## src/rtl/acc_mem_arbiter.sv

```systemverilog
// Round-robin arbiter sharing the Data Memory accelerator port among NUM_ACC control units.
// Latency: write done 2 cycles after the request is seen in IDLE, read valid at 2+MEM_RD_LATENCY; +1 per CPU stall cycle.
// Backpressure: requests are level and held until their pulse; issue stalls while cpu_mem_en is high.
module acc_mem_arbiter #(
  parameter int NUM_ACC        = 4,
  parameter int ADDR_SIZE      = 16,
  parameter int RD_DATA_SIZE   = 512,
  parameter int WR_DATA_SIZE   = 32,
  parameter int MEM_RD_LATENCY = 1
) (
  input  logic                              clk,
  input  logic                              rst_n,
  input  logic [NUM_ACC-1:0]                acc_read_en,
  input  logic [NUM_ACC*ADDR_SIZE-1:0]      acc_read_addr,
  input  logic [NUM_ACC-1:0]                acc_write_en,
  input  logic [NUM_ACC*ADDR_SIZE-1:0]      acc_write_addr,
  input  logic [NUM_ACC*WR_DATA_SIZE-1:0]   acc_write_data,
  output logic [RD_DATA_SIZE-1:0]           acc_read_data,
  output logic [NUM_ACC-1:0]                acc_read_data_valid,
  output logic [NUM_ACC-1:0]                acc_write_done,
  input  logic                              cpu_mem_en,
  output logic                              mem_en,
  output logic                              mem_wr,
  output logic [ADDR_SIZE-1:0]              mem_addr,
  output logic [WR_DATA_SIZE-1:0]           mem_wdata,
  input  logic [RD_DATA_SIZE-1:0]           mem_rdata
);

  localparam int IDX_W = (NUM_ACC > 1) ? $clog2(NUM_ACC) : 1;
  localparam int CNT_W = (MEM_RD_LATENCY > 1) ? $clog2(MEM_RD_LATENCY) : 1;

  typedef enum logic [1:0] {
    IDLE    = 2'd0,
    ISSUE   = 2'd1,
    WAIT_RD = 2'd2,
    RESPOND = 2'd3
  } state_t;

  state_t state, state_nx;

  logic [IDX_W-1:0]        rr_ptr;
  logic [IDX_W-1:0]        gnt_idx;
  logic [IDX_W-1:0]        pick;
  logic                    any_req;
  logic                    gnt_rd;
  logic [ADDR_SIZE-1:0]    gnt_addr;
  logic [WR_DATA_SIZE-1:0] gnt_wdata;
  logic [CNT_W-1:0]        cnt;
  logic [RD_DATA_SIZE-1:0] rd_line;
  logic [NUM_ACC-1:0]      req;
  logic [NUM_ACC-1:0]      gnt_onehot;

  logic [ADDR_SIZE-1:0]    rd_addr_a [NUM_ACC];
  logic [ADDR_SIZE-1:0]    wr_addr_a [NUM_ACC];
  logic [WR_DATA_SIZE-1:0] wr_data_a [NUM_ACC];

  // Unpack the per-requester address/data buses into arrays for indexed selection.
  for (genvar gi = 0; gi < NUM_ACC; gi++) begin : g_unpack
    assign rd_addr_a[gi] = acc_read_addr[gi*ADDR_SIZE +: ADDR_SIZE];
    assign wr_addr_a[gi] = acc_write_addr[gi*ADDR_SIZE +: ADDR_SIZE];
    assign wr_data_a[gi] = acc_write_data[gi*WR_DATA_SIZE +: WR_DATA_SIZE];
  end

  assign req        = acc_read_en | acc_write_en;
  assign gnt_onehot = NUM_ACC'(1) << gnt_idx;

  // Round-robin pick: first requester at or after rr_ptr, wrapping. Scanning from the far end
  // lets the nearest candidate overwrite earlier ones.
  always_comb begin
    int j;
    j       = 0;
    pick    = '0;
    any_req = 1'b0;
    for (int k = NUM_ACC - 1; k >= 0; k--) begin
      j = int'(rr_ptr) + k;
      if (j >= NUM_ACC) j = j - NUM_ACC;
      if (req[IDX_W'(j)]) begin
        pick    = IDX_W'(j);
        any_req = 1'b1;
      end
    end
  end

  // State register.
  always_ff @(posedge clk) begin
    if (!rst_n) state <= IDLE;
    else        state <= state_nx;
  end

  // Next state and memory/response strobes; everything forced low while reset is asserted
  // so an aborted transaction never leaks a strobe or pulse.
  always_comb begin
    state_nx            = state;
    mem_en              = 1'b0;
    mem_wr              = 1'b0;
    mem_addr            = '0;
    mem_wdata           = '0;
    acc_read_data_valid = '0;
    acc_write_done      = '0;
    case (state)
      IDLE: begin
        if (any_req) state_nx = ISSUE;
      end
      ISSUE: begin
        if (!cpu_mem_en) begin
          mem_en    = 1'b1;
          mem_wr    = !gnt_rd;
          mem_addr  = gnt_addr;
          mem_wdata = gnt_rd ? '0 : gnt_wdata;
          state_nx  = gnt_rd ? WAIT_RD : RESPOND;
        end
      end
      WAIT_RD: begin
        if (cnt == '0) state_nx = RESPOND;
      end
      RESPOND: begin
        if (gnt_rd) acc_read_data_valid = gnt_onehot;
        else        acc_write_done      = gnt_onehot;
        state_nx = IDLE;
      end
      default: state_nx = IDLE;
    endcase
    if (!rst_n) begin
      mem_en              = 1'b0;
      mem_wr              = 1'b0;
      mem_addr            = '0;
      mem_wdata           = '0;
      acc_read_data_valid = '0;
      acc_write_done      = '0;
    end
  end

  // Grant latch, read-latency countdown and round-robin pointer advance.
  always_ff @(posedge clk) begin
    if (!rst_n) begin
      rr_ptr    <= '0;
      gnt_idx   <= '0;
      gnt_rd    <= 1'b0;
      gnt_addr  <= '0;
      gnt_wdata <= '0;
      cnt       <= '0;
    end else begin
      case (state)
        IDLE: begin
          if (any_req) begin
            gnt_idx   <= pick;
            // Read wins when both enables are up; the write waits for a later grant.
            gnt_rd    <= acc_read_en[pick];
            gnt_addr  <= acc_read_en[pick] ? rd_addr_a[pick] : wr_addr_a[pick];
            gnt_wdata <= wr_data_a[pick];
          end
        end
        ISSUE: begin
          if (!cpu_mem_en && gnt_rd) cnt <= CNT_W'(MEM_RD_LATENCY - 1);
        end
        WAIT_RD: begin
          if (cnt != '0) cnt <= cnt - 1'b1;
        end
        RESPOND: begin
          rr_ptr <= (gnt_idx == IDX_W'(NUM_ACC - 1)) ? '0 : gnt_idx + 1'b1;
        end
        default: ;
      endcase
    end
  end

  // Read line capture on the last WAIT_RD cycle; held until the next capture.
  always_ff @(posedge clk) begin
    if (!rst_n)                             rd_line <= '0;
    else if (state == WAIT_RD && cnt == '0) rd_line <= mem_rdata;
  end

  assign acc_read_data = rst_n ? rd_line : '0;

endmodule

```

## config.mk

```make
export PLATFORM = sky130hd
export DESIGN_NAME = acc_mem_arbiter
export DESIGN_NICKNAME = d
export VERILOG_FILES = /design/src/rtl/acc_mem_arbiter.sv
export SDC_FILE = /design/constraint.sdc
export NUM_CORES = 2
export LEC_CHECK = 0
export BUFFER_PORTS_ARGS = -buffer_cell sky130_fd_sc_hd__buf_2
export CORE_AREA = 2 2 520 522
export DETAILED_ROUTE_END_ITERATION = 6
export DIE_AREA = 0 0 522 524
export SYNTH_ARGS = -nofsm -noshare
export SYNTH_HDL_FRONTEND = slang
export SYNTH_SLANG_ARGS = --single-unit
```

## constraint.sdc

```tcl
create_clock -name clk -period 2.4 [get_ports clk]
set_input_delay 0.12 -clock clk [delete_from_list [all_inputs] [get_ports clk]]
set_output_delay 0.12 -clock clk [all_outputs]
set_load 0.02 [all_outputs]
```

==> results.md <==
- Mapped Nets: around 3500
- Arr. time, crit path: between 2 and 2.5 ns
- Total Wirelength: approximately 210 mm
- Critical path, cell by cell: inv_4 > ha_4 > and3b_2 > nor2b_4 > buf_12 > buf_6 > buf_16 > and2_1 > buf_6
- Final HPWL DP: 179.2 mm
- Max Slew Vio Count: 0
- Global-route wire length before repair: 267.5 mm
- Distinct cells, synth: 38
- YS warnings: 0
- Setup crit start kind: flip-flop
- Crit path kind: flip-flop to output port
- Share of layout cells above drive strength 1: between 30% and 40%
- FF+latch count, synth: 567
- Total CTS buffers: 79
- Synth-to-layout area growth: 83.63%
- Vias in the first global route: between 20000 and 30000
- Total track usage: 14.77%
- CTS tree: yes
- DRT Pass-1 Iters: 6
- Hold Path Sink: gnt_addr[14]
- Most frequent cells in the layout: buf_2, dlygate4sd3_1, mux2i_1, dfxtp_1, and2_1
- RSZ-0062 raised after global routing: true
- Pre-CTS setup slack: about 0.056 ns
- Final Util: 18.51%
- CP Data Required Time: between 2 and 2.5 ns
- Fill cell count: slightly below 30000
- Reg2reg end: gnt_addr[8]
- Met2 wire len: 90.72 mm
- Status: complete, but fails checks
- Pin count of the biggest net entering global routing: 188
- Cell Pwr Density: 773.5 nW/um^2
- Post-synth top area share: 42.11%
- Failing checks: negative setup slack
- Crit end category: output port
- Hold Fails Final Rpt: 0
- Avg Inst Size Synth: 9.841 sq um
- Setup ws final: -0.008995 ns
- Root buffer cell: clkbuf_16
- Total gr overflow: 0
- Crit-path most repeated cell: buf_6
- Peak fanout along the critical path: 13
- Skew-Pair Late Insertion Delay: just under 0.7 ns
- Clock Path Buffers: 3
- CTS sink count: 567
- Max VDD drop: 461.3 uV
- Final setup violating endpoints: 11
- Min cycle time layout: 2.409 ns
- I/O pins: 1349
- Die area: 273500 sq um
- Rows: 190
- Die width: 522 um
- Post-synthesis sequential area ratio: roughly 42%
- Routed Antenna Nets: 0
- CTS clock-pin slew for the worst setup and hold paths: roughly 0.060 ns
- Slew of the pin with the lowest slew margin: roughly 1.1 ns
- Synth top area cells: dfxtp_1, mux2i_1, and2_1, nor2b_1, clkbuf_1
- RR Startpoint: rr_ptr[0]
- Most common cell after layout, fill and taps aside: buf_2
- Period utilization: 100.4%
- DR vias: 29230
- Metal3 WL: 27.86 mm
- Die span in y: 524 um
- H-tree depth: 3
- Hold Slack: 0.1001 ns
- Nets: about 5600
- Max Clk Rate: 415.1 MHz
- Starting density of the core: 10.08%
- Core area: 267400 sq um
- Wire length on met1: approximately 84 mm
- Slew headroom: 26.57%
- EDFF count, synth: 0
- Initial antenna violation count: ~300
- Final setup skew: around 0.029 ns
- Share of flip-flops with an asynchronous set or reset: 0%
- DR iter-0 viols: around 1900
- Hold Path Class: input port to flip-flop
- Synth area leader: dfxtp_1
- Max_cap viols: 0
- Leakage: 20.45 nW
- CP max stage cell: dfxtp_4
- I/O Buffers: 1348
- Critical path's largest stage delay: around 0.36 ns
- Max Used Layer: met5
- Depth of the most critical reg-to-reg path: 7
- GPL Wtd Cong: around 0.95
- Hold_sp: acc_read_addr[46]
- Synthesized cell area: 26950 sq um
- Hold Path Stages: 4
- Synth Instances: 2739
- Vias per inst: 3.426
- Number of remaining DRC errors: 0
- R2r setup slk: 0.07 ns
- Top_reg_cell synth: dfxtp_1
- Detail-routed net length per standard cell: approximately 25 um
==> worst max-delay path, delay by kind of cell, from the launching register on <==
family | cells | cell delay, ns
DFF | 1 | 0.36
and+or+nand+nor | 3 | 0.49
adders and majority gates | 1 | 0.15
buffers and inverters | 5 | 0.58
==> cell usage after synthesis, types with 13 or more instances <==
cell type and instances:
o21ai_0 17, o221ai_1 33, a21oi_1 34, mux2_2 32, nor2b_1 517, clkbuf_1 160, nor3_1 16, nor2_1 13
nand3_1 35, a2111oi_0 16, mux2i_1 612, dfxtp_1 567, buf_1 43, and2_1 561, a211oi_1 16
==> sequential cells by signal, summed over array words and instances, names as in the netlist <==
register and cells:
gnt_wdata 32, rd_line 512, state 2, rr_ptr 2, gnt_idx 2, gnt_addr 16, gnt_rd 1
==> final cells by class <==
type / count / area (sq um) / area share [%]
tap: 3552 / 4444 / 8.979
antenna: 112 / 280.3 / 0.5662
inverter: 6 / 25.02 / 0.05056
multi-input combinational: 1942 / 14780 / 29.86
timing repair buffer: 2206 / 15890 / 32.10
clock buffer: 112 / 2293 / 4.633
clock inverter: 33 / 427.9 / 0.8645
sequential: 567 / 11360 / 22.94
==> cell families after synthesis <==
group | synth area share [%]
compound gates | 3.500
fa+ha+maj | 0.4178
buf+inv | 3.421
flops | 42.11
mux | 24.06
simple gates | 26.49
==> how the worst max path moves through the flow <==
stage,startpoint,endpoint,depth (start not counted),slack [ns]
2_1_floorplan,state[0],rd_line[381],7,0.44
3_3_place_gp,rr_ptr[1],gnt_addr[8],6,0.09
3_5_place_dp,acc_write_en[1],gnt_addr[8],7,0.06
4_1_cts,state[1],mem_wdata[15],9,-0.05
5_1_grt,state[1],mem_wdata[19],9,-0.11
6_report,state[1],mem_wdata[22],9,-0.009
==> per-layer routing <==
metal	track usage (%)	vias up
li1	-	13400
met1	17.02	13340
met2	22.78	1671
met3	8.063	605
met4	5.591	204
met5	0	-
==> what timing repair did <==
item,4_1_cts,5_1_grt
pin swaps,0,1
setup endpoints to repair,50,69
hold buffers,756,0
endpoints found under the hold margin,562,0
buffers inserted,6,5
cloned,2,2
resized for setup,69,12
==> power by group <==
group / switching (mW) / internal [mW]
logic: 6.93 / 5.74
clock network: 5.18 / 7.45
registers: 1.52 / 11.5
==> metrics by stage <==
stage               cells  total power [mW]  cell area [sq um]  setup TNS, ns
detailed placement   7503             24.24              38500              0
finish               8530             38.28              49500       -0.04666
CTS                  8412             38.76              49100        -0.7968
global route         8469             40.16              49340         -2.708
global placement     7503             24.22              38500              0
floorplan            2739             19.26              26950              0
Note: power is estimated with default switching activity, not from simulation.
